<file path="config.mk">
export PLATFORM = sky130hd
export DESIGN_NAME = ram_arbiter_flat
export DESIGN_NICKNAME = d
export VERILOG_FILES = /design/src/rtl/ram_arbiter_if.sv /design/src/rtl/ram_arbiter.sv /design/src/flat_wrapper.sv
export SDC_FILE = /design/constraint.sdc
export NUM_CORES = 1
export LEC_CHECK = 0
export ABC_CLOCK_PERIOD_IN_PS = 4220
export BUFFER_PORTS_ARGS = -buffer_cell sky130_fd_sc_hd__buf_2
export CAP_MARGIN = 20
export CORE_MARGIN = 4
export CORE_UTILIZATION = 39
export DETAILED_ROUTE_END_ITERATION = 8
export PLACE_DENSITY = 0.85
export SLEW_MARGIN = 20
export SYNTH_ARGS = -nofsm -noshare
export SYNTH_HDL_FRONTEND = slang
export SYNTH_SLANG_ARGS = --single-unit
</file>
<file path="constraint.sdc">
create_clock -name clk -period 4.22 [get_ports clk]
set_clock_uncertainty 0.1 [all_clocks]
set_input_delay 0.844 -clock clk [delete_from_list [all_inputs] [get_ports clk]]
set_output_delay 0.844 -clock clk [all_outputs]
set_load 0.05 [all_outputs]
</file>
<file path="src/rtl/ram_arbiter_if.sv">
// Requester-side RAM access channel: one instance per port sharing the data RAM.
// The requester drives req/wren/address/write_data; the arbiter answers with gnt/rvalid/stall.
interface ram_arbiter_if #(
    parameter int ADDR_WIDTH = 16,
    parameter int DATA_WIDTH = 32
);
    logic                  req;
    logic                  wren;
    logic [ADDR_WIDTH-1:0] address;
    logic [DATA_WIDTH-1:0] write_data;
    logic                  gnt;
    logic                  rvalid;
    logic                  stall;

    modport master (
        output req,
        output wren,
        output address,
        output write_data,
        input  gnt,
        input  rvalid,
        input  stall
    );

    modport slave (
        input  req,
        input  wren,
        input  address,
        input  write_data,
        output gnt,
        output rvalid,
        output stall
    );
endinterface

</file>
<file path="src/rtl/ram_arbiter.sv">
// Two-port arbiter in front of the single-port data RAM (port 0 = CPU MEM stage,
// port 1 = UART loader). One access per cycle, read data returns one cycle later.
module ram_arbiter #(
    parameter int ADDR_WIDTH     = 16,
    parameter int DATA_WIDTH     = 32,
    parameter int FIXED_PRIORITY = 0
) (
    input  logic                  clk,
    input  logic                  reset,
    ram_arbiter_if.slave          p0,
    ram_arbiter_if.slave          p1,
    output logic [DATA_WIDTH-1:0] rdata,
    output logic [ADDR_WIDTH-1:0] ram_address,
    output logic [DATA_WIDTH-1:0] ram_write_data,
    output logic                  ram_wren,
    input  logic [DATA_WIDTH-1:0] ram_data
);

    localparam bit FIXED = (FIXED_PRIORITY != 0);

    typedef enum logic {
        LAST_P0 = 1'b0,
        LAST_P1 = 1'b1
    } last_e;

    last_e                 last_q;
    last_e                 last_d;
    logic                  gnt0;
    logic                  gnt1;
    logic                  any_gnt;
    logic                  win_wren;
    logic [ADDR_WIDTH-1:0] win_addr;
    logic [DATA_WIDTH-1:0] win_wdata;
    logic                  pend_vld_d;
    logic                  pend_owner_d;
    logic                  pend_vld_p1;
    logic                  pend_owner_p1;
    logic [ADDR_WIDTH-1:0] held_addr_q;
    logic [DATA_WIDTH-1:0] held_wdata_q;

    // Arbitration: under conflict the port that did not win last time goes next,
    // unless the CPU is given absolute priority.
    always_comb begin
        gnt0 = 1'b0;
        gnt1 = 1'b0;
        if (!reset) begin
            if (p0.req && p1.req) begin
                if (FIXED || (last_q == LAST_P1)) begin
                    gnt0 = 1'b1;
                end else begin
                    gnt1 = 1'b1;
                end
            end else begin
                gnt0 = p0.req;
                gnt1 = p1.req;
            end
        end
        any_gnt   = gnt0 | gnt1;
        win_wren  = gnt1 ? p1.wren       : p0.wren;
        win_addr  = gnt1 ? p1.address    : p0.address;
        win_wdata = gnt1 ? p1.write_data : p0.write_data;
    end

    always_comb begin
        last_d = last_q;
        if (gnt0) begin
            last_d = LAST_P0;
        end else if (gnt1) begin
            last_d = LAST_P1;
        end
        pend_vld_d   = any_gnt & ~win_wren;
        pend_owner_d = gnt1;
    end

    // Stage p0 -> p1: pointer, pending-read tag and the idle-bus hold values.
    always_ff @(posedge clk) begin
        if (reset) begin
            last_q        <= LAST_P1;
            pend_vld_p1   <= 1'b0;
            pend_owner_p1 <= 1'b0;
            held_addr_q   <= '0;
            held_wdata_q  <= '0;
        end else begin
            last_q        <= last_d;
            pend_vld_p1   <= pend_vld_d;
            pend_owner_p1 <= pend_owner_d;
            if (any_gnt) begin
                held_addr_q  <= win_addr;
                held_wdata_q <= win_wdata;
            end
        end
    end

    // Reset also masks the return path so an in-flight read is dropped at once.
    always_comb begin
        p0.gnt    = gnt0;
        p1.gnt    = gnt1;
        p0.stall  = p0.req & ~gnt0;
        p1.stall  = p1.req & ~gnt1;
        p0.rvalid = ~reset & pend_vld_p1 & ~pend_owner_p1;
        p1.rvalid = ~reset & pend_vld_p1 &  pend_owner_p1;
        rdata     = (pend_vld_p1 && !reset) ? ram_data : '0;
        ram_wren  = any_gnt & win_wren;
        if (reset) begin
            ram_address    = '0;
            ram_write_data = '0;
        end else if (any_gnt) begin
            ram_address    = win_addr;
            ram_write_data = win_wdata;
        end else begin
            ram_address    = held_addr_q;
            ram_write_data = held_wdata_q;
        end
    end

endmodule
</file>
<file path="src/flat_wrapper.sv">
// flat-port wrapper written by rule: the top's interface ports become plain ports
module ram_arbiter_flat 
#(
    parameter int ADDR_WIDTH     = 16,
    parameter int DATA_WIDTH     = 32,
    parameter int FIXED_PRIORITY = 0
)
  (clk, reset, rdata, ram_address, ram_write_data, ram_wren, ram_data, p0_req, p0_wren, p0_address, p0_write_data, p0_gnt, p0_rvalid, p0_stall, p1_req, p1_wren, p1_address, p1_write_data, p1_gnt, p1_rvalid, p1_stall);
  ram_arbiter_if #(.ADDR_WIDTH(ADDR_WIDTH), .DATA_WIDTH(DATA_WIDTH)) p0_i ();
  ram_arbiter_if #(.ADDR_WIDTH(ADDR_WIDTH), .DATA_WIDTH(DATA_WIDTH)) p1_i ();
  input  logic clk;
  input  logic reset;
  output logic [DATA_WIDTH-1:0] rdata;
  output logic [ADDR_WIDTH-1:0] ram_address;
  output logic [DATA_WIDTH-1:0] ram_write_data;
  output logic ram_wren;
  input  logic [DATA_WIDTH-1:0] ram_data;
  input wire logic [$bits(p0_i.req)-1:0] p0_req;
  input wire logic [$bits(p0_i.wren)-1:0] p0_wren;
  input wire logic [$bits(p0_i.address)-1:0] p0_address;
  input wire logic [$bits(p0_i.write_data)-1:0] p0_write_data;
  output wire logic [$bits(p0_i.gnt)-1:0] p0_gnt;
  output wire logic [$bits(p0_i.rvalid)-1:0] p0_rvalid;
  output wire logic [$bits(p0_i.stall)-1:0] p0_stall;
  input wire logic [$bits(p1_i.req)-1:0] p1_req;
  input wire logic [$bits(p1_i.wren)-1:0] p1_wren;
  input wire logic [$bits(p1_i.address)-1:0] p1_address;
  input wire logic [$bits(p1_i.write_data)-1:0] p1_write_data;
  output wire logic [$bits(p1_i.gnt)-1:0] p1_gnt;
  output wire logic [$bits(p1_i.rvalid)-1:0] p1_rvalid;
  output wire logic [$bits(p1_i.stall)-1:0] p1_stall;
  assign p0_i.req = p0_req;
  assign p0_i.wren = p0_wren;
  assign p0_i.address = p0_address;
  assign p0_i.write_data = p0_write_data;
  assign p0_gnt = p0_i.gnt;
  assign p0_rvalid = p0_i.rvalid;
  assign p0_stall = p0_i.stall;
  assign p1_i.req = p1_req;
  assign p1_i.wren = p1_wren;
  assign p1_i.address = p1_address;
  assign p1_i.write_data = p1_write_data;
  assign p1_gnt = p1_i.gnt;
  assign p1_rvalid = p1_i.rvalid;
  assign p1_stall = p1_i.stall;
  ram_arbiter #(.ADDR_WIDTH(ADDR_WIDTH), .DATA_WIDTH(DATA_WIDTH), .FIXED_PRIORITY(FIXED_PRIORITY)) u_core (.clk(clk), .reset(reset), .p0(p0_i), .p1(p1_i), .rdata(rdata), .ram_address(ram_address), .ram_write_data(ram_write_data), .ram_wren(ram_wren), .ram_data(ram_data));
endmodule
</file>
==> results.yml <==
synth:
  syn-num-nets: 351
  ys_ff_latch: 51
  async_flop_share: 0
  seq_area_frac_synth: 0.438
  synth_area_um2: 2330
  synthFlopType: "dfxtp_1"
  yosysMostFrequentCell: "and2_1"
  synth_edf_count: 0
  yosys_warnings: 0
  yosys.area.top_type: "dfxtp_1"
  synth.area.top_cells: "dfxtp_1 (44%), a221o_1 (21%), and2_1 (14%), buf_6 (6.8%), and2_0 (5.4%)"
  yosys.area.top_type_share: 0.438
  synth_top_cells_by_count: "and2_1 (53), dfxtp_1 (51), a221o_1 (48)"
  synth_cells: 217
  synthDistinctLibCells: 23
  postSynthAreaPerCell_um2: 10.7
min_path:
  hp-start: "u_core.last_q"
  min_to: "u_core.last_q"
  hp-class: "reg2reg"
  hold_depth: 1
route:
  drc: 0
  wirelength_um: 7770
  routedWlPerCell_um: 15.5
  drtIter0Drc: 101
  drt_first_pass_iters: 5
  vias_per_cell: 4.92
  num_vias: 2469
  final_antenna_net_count: 0
floorplan:
  num_rows: 27
  core_um2: 5640
  pin_count: 221
  dieWidth_um: 85.3
  chipHeight_um: 85.3
  initial_core_util: 0.413
  die_area_um2: 7280
cts:
  cts.clk_slew.worst_paths_ns: 0.09
  clock_path_buffers: 2
  cts-hold-fix-buffers: 0
  htreeDepth: 2
  cts_setup_buffers: 0
  clock_tree.root_cell: "clkbuf_8"
  cts_resized: 0
  cts_tree: "yes"
  worstSkewPairLatency_ns: 0.29
  cts_buffers: 5
  clock-sinks: 51
timing:
  relSlewSlack: 0.555
  hold_viol_final: 0
  maxSlewViolCount: 0
  fmax_mhz: 295
  min_period_ns: 3.38
  tns_ns: 0
  timing.final.ws_setup_ns: 0.836
  rsz0062_at_grt: "false"
  fin_crit_sh: 0.802
  setup_violations: 0
  tightestPinTransition_ns: 0.666
cells_and_area:
  drive_gt1_frac: 0.572
  n_fill_cell: 503
  final_net_count: 563
  stdcell_area_um2: 3480
  diodes: 0
  fin_util: 0.616
  syn_to_final_growth_pct: 49.2
setup_path:
  required_ns: 3.28
  reg2reg_to: "u_core.held_wdata_q[18]"
  worstRegToRegCells: 4
  end_kind: "primary output"
  critical_path.max_fanout: 20
  r2r_slack_ns: 2.58
  arrival_ns: 2.44
  critical_path_class: "in2out"
  timing.rr.start: "u_core.last_q"
  start_kind: "primary input"
global_routing:
  grt_max_degree: 51
  grt_first_pass_wirelength_um: 11900
  grt_pass1_vias: 2450
  grt_antenna_before_repair: 0
  grt_overflow: 0
  track_usage: 0.200
outcome:
  status: "finished, final reports clean"
job:
  cap_viol_max_count: 0
power_and_ir_drop:
  p_total_mw: 1.18
  p_leak_nw: 1.90
  ir_drop_uv: 160
  powerDensity_nw_per_um2: 339
placement:
  hpwl_um: 6220
  gp_congestion: 0.852
  placed_area_um2: 3390
  preCtsSetupSlack_ns: 0.803
  numPortBuffers: 220
placed cells by master (no fill, tap or decap):
cell type	count
clkinv_2	1
nand2_1	1
nor3_4	2
and2_1	53
dfxtp_1	51
a21bo_2	1
clkbuf_1	1
nand3b_1	1
buf_2	220
a211o_1	1
and2b_2	1
and2b_4	1
nand3_1	1
buf_12	1
o32a_1	1
clkinvlp_4	1
a221o_1	48
and2_2	8
a21oi_1	1
clkbuf_8	5
nor2_1	3
nor2b_1	2
buf_4	3
and2_0	20
inv_2	1
nor2_4	1
kinds of logic after synthesis:
logic type,count (synthesis),share of synthesized area
DFF,51,0.438
AOI/OAI and AO/OA,52,0.221
buffers and inverters,20,0.0784
and+or+nand+nor,94,0.263
per-layer routing:
metal	track usage	share of wire	routed length, um	up-vias
met4	0.0633	0.022	171	0
met1	0.224	0.37	2870	1121
li1	-	-	-	1210
met3	0.0524	0.084	652	17
met2	0.367	0.52	4080	121
met5	0	0	0	-
area by class of cell:
| cell class | instances | area (um2) | area share |
|---|---|---|---|
| sequential | 51 | 1020 | 0.294 |
| tap | 72 | 90.1 | 0.0259 |
| multi-input combinational | 146 | 1130 | 0.326 |
| clock inverter | 2 | 12.5 | 0.00360 |
| clock buffer | 6 | 72.6 | 0.0209 |
| timing repair buffer | 224 | 1140 | 0.329 |
| inverter | 1 | 3.75 | 0.00108 |
how the worst max path moves through the flow:
stage / from / to
after global routing: reset / ram_write_data[25]
after CTS: p1_req / ram_write_data[18]
after detailed placement: p1_req / ram_write_data[18]
final: p1_req / ram_write_data[18]
after global placement: p1_req / ram_write_data[15]
after floorplan: p1_req / p1_stall
through the flow:
step / cells / hold slack (ns)
2_1_floorplan: 217 / 0.374
5_1_grt: 502 / 0.460
3_5_place_dp: 494 / 0.413
6_report: 502 / 0.437
3_3_place_gp: 494 / 0.396
4_1_cts: 502 / 0.435
report_power, final:
part	leakage, nW	switching (mW)	internal, mW
combinational	1.44	0.259	0.121
sequential	0.423	0.00865	0.520
clock	0.0412	0.154	0.116
flip-flops by register name (all words and copies together), names as in the netlist:
signal                count
u_core.held_addr_q       16
u_core.pend_vld_p1        1
u_core.held_wdata_q      32
u_core.last_q             1
u_core.pend_owner_p1      1
critical path, cell delays in order:
cell     delay (ns)
buf_2          0.14
a21bo_2        0.26
nor2_4         0.36
buf_4          0.33
a221o_1        0.21
buf_2          0.27
No activity file was read; power rests on OpenSTA's default activity.
